===== src/rtl/inst_fetcher_pkg.sv =====
// inst_fetcher_pkg: opcodes, fetch FSM states, queue entry type and immediate decoders
package inst_fetcher_pkg;
    localparam logic [6:0] OP_JAL  = 7'b1101111;
    localparam logic [6:0] OP_BR   = 7'b1100011;
    localparam logic [6:0] OP_JALR = 7'b1100111;

    typedef enum logic [1:0] {IDLE, WAIT, DROP} state_t;

    typedef struct packed {
        logic [31:0] inst;
        logic [31:0] pc;
        logic        jump;
    } iq_entry_t;

    function automatic logic [31:0] imm_j(input logic [31:0] i);
        return {{12{i[31]}}, i[19:12], i[20], i[30:21], 1'b0};
    endfunction

    function automatic logic [31:0] imm_b(input logic [31:0] i);
        return {{20{i[31]}}, i[7], i[30:25], i[11:8], 1'b0};
    endfunction
endpackage


===== src/rtl/inst_fetcher_bht.sv =====
// bht_predictor: table of 2-bit saturating counters, combinational lookup, synchronous update
module bht_predictor #(
    parameter int IDX_W = 8
) (
    input  logic             clk,
    input  logic             rst,
    input  logic             rdy,
    input  logic [IDX_W-1:0] rd_idx,
    output logic             rd_taken,
    input  logic             upd_valid,
    input  logic [IDX_W-1:0] upd_idx,
    input  logic             upd_taken
);
    logic [1:0] ctr [2**IDX_W];
    logic [1:0] cur;

    assign rd_taken = ctr[rd_idx][1];
    assign cur      = ctr[upd_idx];

    always_ff @(posedge clk) begin
        if (rst) begin
            for (int i = 0; i < 2**IDX_W; i++) ctr[i] <= 2'b01;
        end else if (rdy && upd_valid) begin
            ctr[upd_idx] <= upd_taken ? (cur == 2'b11 ? 2'b11 : cur + 2'b01)
                                      : (cur == 2'b00 ? 2'b00 : cur - 2'b01);
        end
    end
endmodule


===== src/rtl/inst_fetcher.sv =====
// inst_fetcher: icache fetch FSM, next-PC prediction and instruction queue.
// Define BHT_PREDICT_EN to predict conditional branches with a 2-bit BHT.
module inst_fetcher
    import inst_fetcher_pkg::*;
#(
    parameter int          IQ_DEPTH_LOG = 4,
    parameter int          BHT_IDX_W    = 8,
    parameter logic [31:0] RESET_PC     = 32'h0
) (
    input  logic        clk,
    input  logic        rst,
    input  logic        rdy,
    input  logic        wrong_commit,
    input  logic [31:0] commit_pc,
    input  logic        bp_upd_valid,
    input  logic [31:0] bp_upd_pc,
    input  logic        bp_upd_taken,
    output logic        ic_req_valid,
    output logic [31:0] ic_req_addr,
    input  logic        ic_resp_valid,
    input  logic [31:0] ic_resp_inst,
    output logic        if_valid,
    output logic [31:0] if_inst,
    output logic [31:0] if_pc,
    output logic        if_jump,
    input  logic        issue_stall
);
    typedef logic [IQ_DEPTH_LOG:0] cnt_t;

    state_t                  state;
    logic [31:0]             pc;
    iq_entry_t               iq [2**IQ_DEPTH_LOG];
    iq_entry_t               head_e;
    logic [IQ_DEPTH_LOG-1:0] head, tail;
    cnt_t                    count;
    logic                    push, pop, br_taken, pred_taken;
    logic [6:0]              op;
    logic [31:0]             next_pc;

`ifdef BHT_PREDICT_EN
    logic unused_bp_pc;
    assign unused_bp_pc = ^{bp_upd_pc[31:BHT_IDX_W+2], bp_upd_pc[1:0]};
    bht_predictor #(.IDX_W(BHT_IDX_W)) u_bht (
        .clk       (clk),
        .rst       (rst),
        .rdy       (rdy),
        .rd_idx    (pc[BHT_IDX_W+1:2]),
        .rd_taken  (br_taken),
        .upd_valid (bp_upd_valid),
        .upd_idx   (bp_upd_pc[BHT_IDX_W+1:2]),
        .upd_taken (bp_upd_taken)
    );
`else
    logic unused_bp;
    assign unused_bp = ^{bp_upd_valid, bp_upd_pc, bp_upd_taken};
    assign br_taken  = 1'b0;
`endif

    assign op         = ic_resp_inst[6:0];
    assign pred_taken = op == OP_JAL || (op == OP_BR && br_taken);
    assign next_pc    = op == OP_JAL ? pc + imm_j(ic_resp_inst)
                      : pred_taken   ? pc + imm_b(ic_resp_inst)
                      :                pc + 32'd4;

    assign push     = rdy && !wrong_commit && state == WAIT && ic_resp_valid;
    assign pop      = rdy && if_valid && !issue_stall && !wrong_commit;
    assign if_valid = count != '0;
    assign head_e   = if_valid ? iq[head] : '0;
    assign if_inst  = head_e.inst;
    assign if_pc    = head_e.pc;
    assign if_jump  = head_e.jump;

    always_ff @(posedge clk) begin
        if (push) iq[tail] <= '{inst: ic_resp_inst, pc: pc, jump: pred_taken};
    end

    always_ff @(posedge clk) begin
        if (rst) begin
            state        <= IDLE;
            pc           <= RESET_PC;
            head         <= '0;
            tail         <= '0;
            count        <= '0;
            ic_req_valid <= 1'b0;
            ic_req_addr  <= '0;
        end else if (rdy) begin
            ic_req_valid <= 1'b0;
            if (wrong_commit) begin
                pc    <= commit_pc;
                head  <= '0;
                tail  <= '0;
                count <= '0;
                state <= (state != IDLE && !ic_resp_valid) ? DROP : IDLE;
            end else begin
                // request is decided on the pre-pop occupancy
                if (state == IDLE && !count[IQ_DEPTH_LOG]) begin
                    ic_req_valid <= 1'b1;
                    ic_req_addr  <= pc;
                    state        <= WAIT;
                end
                if (state == DROP && ic_resp_valid) state <= IDLE;
                if (push) begin
                    tail  <= tail + 1'b1;
                    pc    <= next_pc;
                    state <= IDLE;
                end
                if (pop) head <= head + 1'b1;
                count <= count + cnt_t'(push) - cnt_t'(pop);
            end
        end
    end
endmodule


===== config.mk =====
export PLATFORM = sky130hd
export DESIGN_NAME = inst_fetcher
export DESIGN_NICKNAME = d
export VERILOG_FILES = /design/src/rtl/inst_fetcher_pkg.sv /design/src/rtl/inst_fetcher_bht.sv /design/src/rtl/inst_fetcher.sv
export SDC_FILE = /design/constraint.sdc
export NUM_CORES = 1
export LEC_CHECK = 0
export BUFFER_PORTS_ARGS = -buffer_cell sky130_fd_sc_hd__buf_2
export CAP_MARGIN = 5
export CORE_ASPECT_RATIO = 1.2
export CORE_MARGIN = 3
export CORE_UTILIZATION = 35
export CTS_CLUSTER_SIZE = 40
export DETAILED_ROUTE_END_ITERATION = 10
export GPL_ROUTABILITY_DRIVEN = 0
export GPL_TIMING_DRIVEN = 0
export PLACE_DENSITY = 0.49
export SYNTH_ARGS = -nofsm -noshare
export SYNTH_HDL_FRONTEND = slang
export SYNTH_SLANG_ARGS = --single-unit
export TNS_END_PERCENT = 5

===== constraint.sdc =====
create_clock -name clk -period 4.9 [get_ports clk]
set_input_delay 0.98 -clock clk [delete_from_list [all_inputs] [get_ports clk]]
set_output_delay 0.98 -clock clk [all_outputs]
set_load 0.03 [all_outputs]

# Word level (Yosys, flattened, before mapping)
# Memories as Yosys holds them, arrays and structs flattened. A register that Yosys moved wholly into a read port is not among the register bits.
# Index checks and enable logic that the tools add are counted.
word_totals:
  reg_bits: 80
  ramBits: 1040
  mem_count: 1
mem_list:
  columns: ["name", "words", "word_bits", "read_ports", "rd_ports_with_merged_regs", "write_ports", "line", "rtl"]
  rows:
  - ["iq", 16, 65, 1, 1, 1, "inst_fetcher.sv:32", "iq_entry_t iq [2**IQ_DEPTH_LOG];"]
op_classes:
  n_addsub: 6
  n_eq_ne: 3
  n_mux: 20
  bitwise_logic: 1
  n_reduce_logical: 23
ops:
  columns: ["cell", "n"]
  rows:
  - ["$mux 32", 3]
  - ["$mux 65", 1]
  - ["$add 32x3->32 const B", 1]
  - ["$add 32x32->32", 1]
  - ["$mux 4", 6]
  - ["$mux 2", 5]
  - ["$logic_and 1x1->1", 9]
  - ["$add 4x1->4 const B", 2]
  - ["$eq 7x7->1 const B", 1]
  - ["$reduce_and 2->1", 3]
  - ["$reduce_bool 2->1", 3]
  - ["$add 5x1->5", 1]
  - ["$mux 5", 1]
  - ["$reduce_bool 5->1", 1]
  - ["$sub 5x1->5", 1]
  - ["$logic_not 1->1", 4]
  - ["$mux 1", 4]
  - ["$reduce_bool 4->1", 1]
  - ["$reduce_and 3->1", 1]
  - ["$eq 2x1->1 const B", 1]
  - ["$eq 2x2->1 const B", 1]
  - ["$logic_not 2->1", 1]
  - ["$not 1->1", 1]

# Logic depth before layout (Yosys ltp)
depth:
  depth_word: 8
  depth_mapped: 17

# Worst setup path before layout
# Ideal clock, no wire load.
synth_path:
  kind: "in2reg"
  from: "input wrong_commit"
  to: "memory iq[4][0] (netlist bit) (enable)"
  setup_time_ps: 430
  arrival_time_ps: 3560
  slack_ps: 910
  path_stages: 6
  path_buffers: 2
  path_cell_list: "clkbuf_1 > nor3_1 > clkbuf_1 > nand2_1 > nor2_1 > and2_1"
synth_via:
  elab_chain_cells: 6
synth_rtl:
  columns: ["item", "line", "rtl"]
  rows:
  - ["from (decl)", "inst_fetcher.sv:13", "input logic wrong_commit,"]
  - ["$logic_not 1->1", "inst_fetcher.sv:65", "assign push = rdy && !wrong_commit && state == WAIT && ic_resp_valid;"]
  - ["$logic_and 1x1->1 (3 in a row)", "inst_fetcher.sv:65", null]
  - ["$mux 1", "inst_fetcher.sv:74", "if (push) iq[tail] <= '{inst: ic_resp_inst, pc: pc, jump: pred_taken};"]
  - ["$mux 1 (implied by the code)", "inst_fetcher.sv:74", null]
  - ["to (decl)", "inst_fetcher.sv:32", null]
# Every way passes these cells.

==> impl_metrics.ini <==
[drt]
num_vias = 24200
dr.pass1.iters = 5
wl_met1_mm = 52.3
finalWirelength_mm = 131
wl_met2_mm = 66.6
post_drt_via_cell_ratio = 5.50
wl_per_cell_um = 29.8
ant_nets = 0
drt_iter0_drc = 2437
drc_errors = 0
wl_met3_mm = 8.68
top_layer_used = met5

[clock_network]
ctsRootBufferMaster = clkbuf_16
cts_max_path_buffers = 3
ctsHtreeMaxLevel = 3
cts_buffers = 111
cts_tree = built
clk_pin_slew_ns = 0.06
clock_sinks = 1124
insertion_delay_ns = 0.71
cts_setup_buffers = 0

[synth]
yosysWarnings = 0
syn_nets = 2475
ys_seq_area_share_pct = 72.6
synth_ff_type = edfxtp_1
yosysMostFrequentCell = edfxtp_1
synth_area_per_cell_um2 = 19.5
synth.area.top_cells = edfxtp_1 69%, mux4_2 16%, dfxtp_1 3.7%
ys_ff_latch = 1124
synth_enable_flop_cells = 1040
synthCells = 2327
syn_area_um2 = 45300
synth_top_area_share_pct = 68.9
post_synth_num_cell_types = 67
synth_area_leader_cell = edfxtp_1
async_flop_share_pct = 0
synth_commonest_cells = 1040 x edfxtp_1, 325 x mux4_2, 121 x nand2_1

[sta]
rsz0062_at_grt = yes
final-setup-viol-count = 0
drv_slew = 0
finalHoldViolCount = 0
worst_pin_slew_ns = 1.29
fmax_mhz = 209
finClkSkew_ns = 0.0285
maxSlewHeadroom_pct = 14.0
layout_min_cycle_time_ns = 4.79
fin_hold_ws_ns = 0.460
fin_crit_sh_pct = 97.8

[critical_path]
startpoint_type = flip-flop
r2r-start = pc[8]
cp.required_ns = 3.92
crit_arrival_ns = 3.81
cpMostUsedCell = buf_2
crit_fanout = 10
critical_path.max_stage_delay_ns = 0.57
crit_chain = buf_2, clkbuf_4, buf_2, mux4_2, mux4_2, and2_1, buf_2
endpoint_kind = output port
cp_num_buf_inv = 4
slowest_stage = mux4_2
criticalPathCategory = reg2out
r2r_slack_ns = 0.96
cp_top_family = buffers and inverters

[grt]
grt_overflow = 0
grt_max_degree = 39
first_global_vias = 25400
grtUsageTotal_pct = 19.6
antenna_found_initial = 12
grt_pass1_wl_mm = 186

[final_layout]
final_area_um2 = 52700
num-nets-final = 2778
instances_no_fill = 4407
finish.utilization_pct = 41.0
area_delta_synth_final_pct = 16.2
drive_above_1_share_pct = 28.0

[pwr]
combPwrFrac_pct = 2.4
p_int_w = 0.0157
powerDensity_nw_per_um2 = 375
ir_drop_uv = 274
p_leak_nw = 16.9
swShare_pct = 20.5
p_sw_w = 0.00406
clockPowerShare_pct = 44.0
p_seq_share_pct = 53.6

[floorplanning]
die_w_um = 335
num_rows = 144
core_um2 = 128000
dieArea_um2 = 134000
start_util_pct = 35.3
ios = 203
die_h_um = 400

[place]
hpwl_mm = 82.1
dpl.cell_count = 4196
io_buffers = 167
postPlaceCellArea_um2 = 48900

[run]
timing.max_cap.violations = 0

[hold_path]
hold_start = ic_req_addr[7]
min_path_type = reg2reg

[status]
status = completed
==> per-stage QoR <==
stage,setup slack [ns],TNS (ns),power (W)
after CTS,-0.0183,-0.0464,0.0200
after detailed placement,-0.305,-10.45,0.0113
final,0.106,0,0.0198
after global routing,-0.0347,-0.139,0.0203
after floorplan,0.910,0,0.0110
after global placement,-1.96,-1918.33,0.0112
==> placed cells by master (no fill, tap or decap), drive strengths merged, types with 17 or more instances in the layout <==
cell type / Yosys / final
a21o: 18 / 18
xor2: 23 / 23
nand2: 121 / 121
o21ai: 40 / 40
buf: 28 / 218
and2: 81 / 81
a21oi: 115 / 115
a211oi: 18 / 18
mux4: 325 / 325
nor3: 19 / 19
nor2: 74 / 74
ha: 42 / 42
nand3: 17 / 17
dfxtp: 84 / 84
clkbuf: 92 / 226
edfxtp: 1040 / 1040
inv: 29 / 34
clkinv: 0 / 47
xnor2: 19 / 19
==> cell type report <==
class | count | area (µm²)
Antenna cell | 6 | 15.0
Buffer | 119 | 527
Clock buffer | 135 | 3000
Clock inverter | 70 | 708
Fill cell | 11400 | 75800
Inverter | 29 | 109
Multi-Input combinational cell | 1054 | 11900
Sequential cell | 1124 | 32900
Tap cell | 1679 | 2100
Timing Repair Buffer | 191 | 1390
==> power by group through the flow <==
stage | Sequential, W | Combinational [W] | Clock [W]
2_1_floorplan | 0.0107 | 0.000237 | 0
3_3_place_gp | 0.0108 | 0.000453 | 0
3_5_place_dp | 0.0108 | 0.000471 | 0
4_1_cts | 0.0106 | 0.000474 | 0.00889
5_1_grt | 0.0106 | 0.000517 | 0.00924
6_report | 0.0106 | 0.000479 | 0.00869
==> cell families after synthesis <==
logic type / count (synthesis) / synth area share (%)
AO/OA/AOI/OAI: 259 / 3.56
flip-flops: 1124 / 72.6
adder cells (fa/ha/maj): 44 / 1.25
multiplexers: 333 / 16.3
buffers and inverters: 149 / 1.25
AND/OR/NAND/NOR: 376 / 4.18
XOR/XNOR: 42 / 0.812
==> tightest hold or removal path, delay by kind of cell (launching register included) <==
kind	cells	cell delay [ns]
and+or+nand+nor	1	0.05
AOI/OAI and AO/OA	1	0.06
DFF	1	0.31
==> state kept, by name, indices dropped and copies added (netlist names), named ones only <==
name and flops:
iq 1040, ic_req_addr 32, pc 32, count 5, head 4, tail 4
state 2, ic_req_valid 1
==> worst paths after layout <==
path / endpoint / depth (start not counted)
worst max-delay path: if_inst[13] / 7
worst min register to register: ic_req_addr[7] / 2
worst min-delay path: ic_req_addr[7] / 2
worst max register to register: pc[22] / 9
==> timing repair <==
item,CTS,global route
setup endpoints to repair,65,17
resized for setup,90,6
gates cloned,0,0
hold buffers,0,0
==> per-layer routing <==
metal,vias up,GRT usage [%]
met4,2,6.45
li1,10200,-
met2,895,33.5
met5,-,0
met1,13000,25.2
met3,189,3.51
Note: power is estimated with default switching activity, not from simulation.
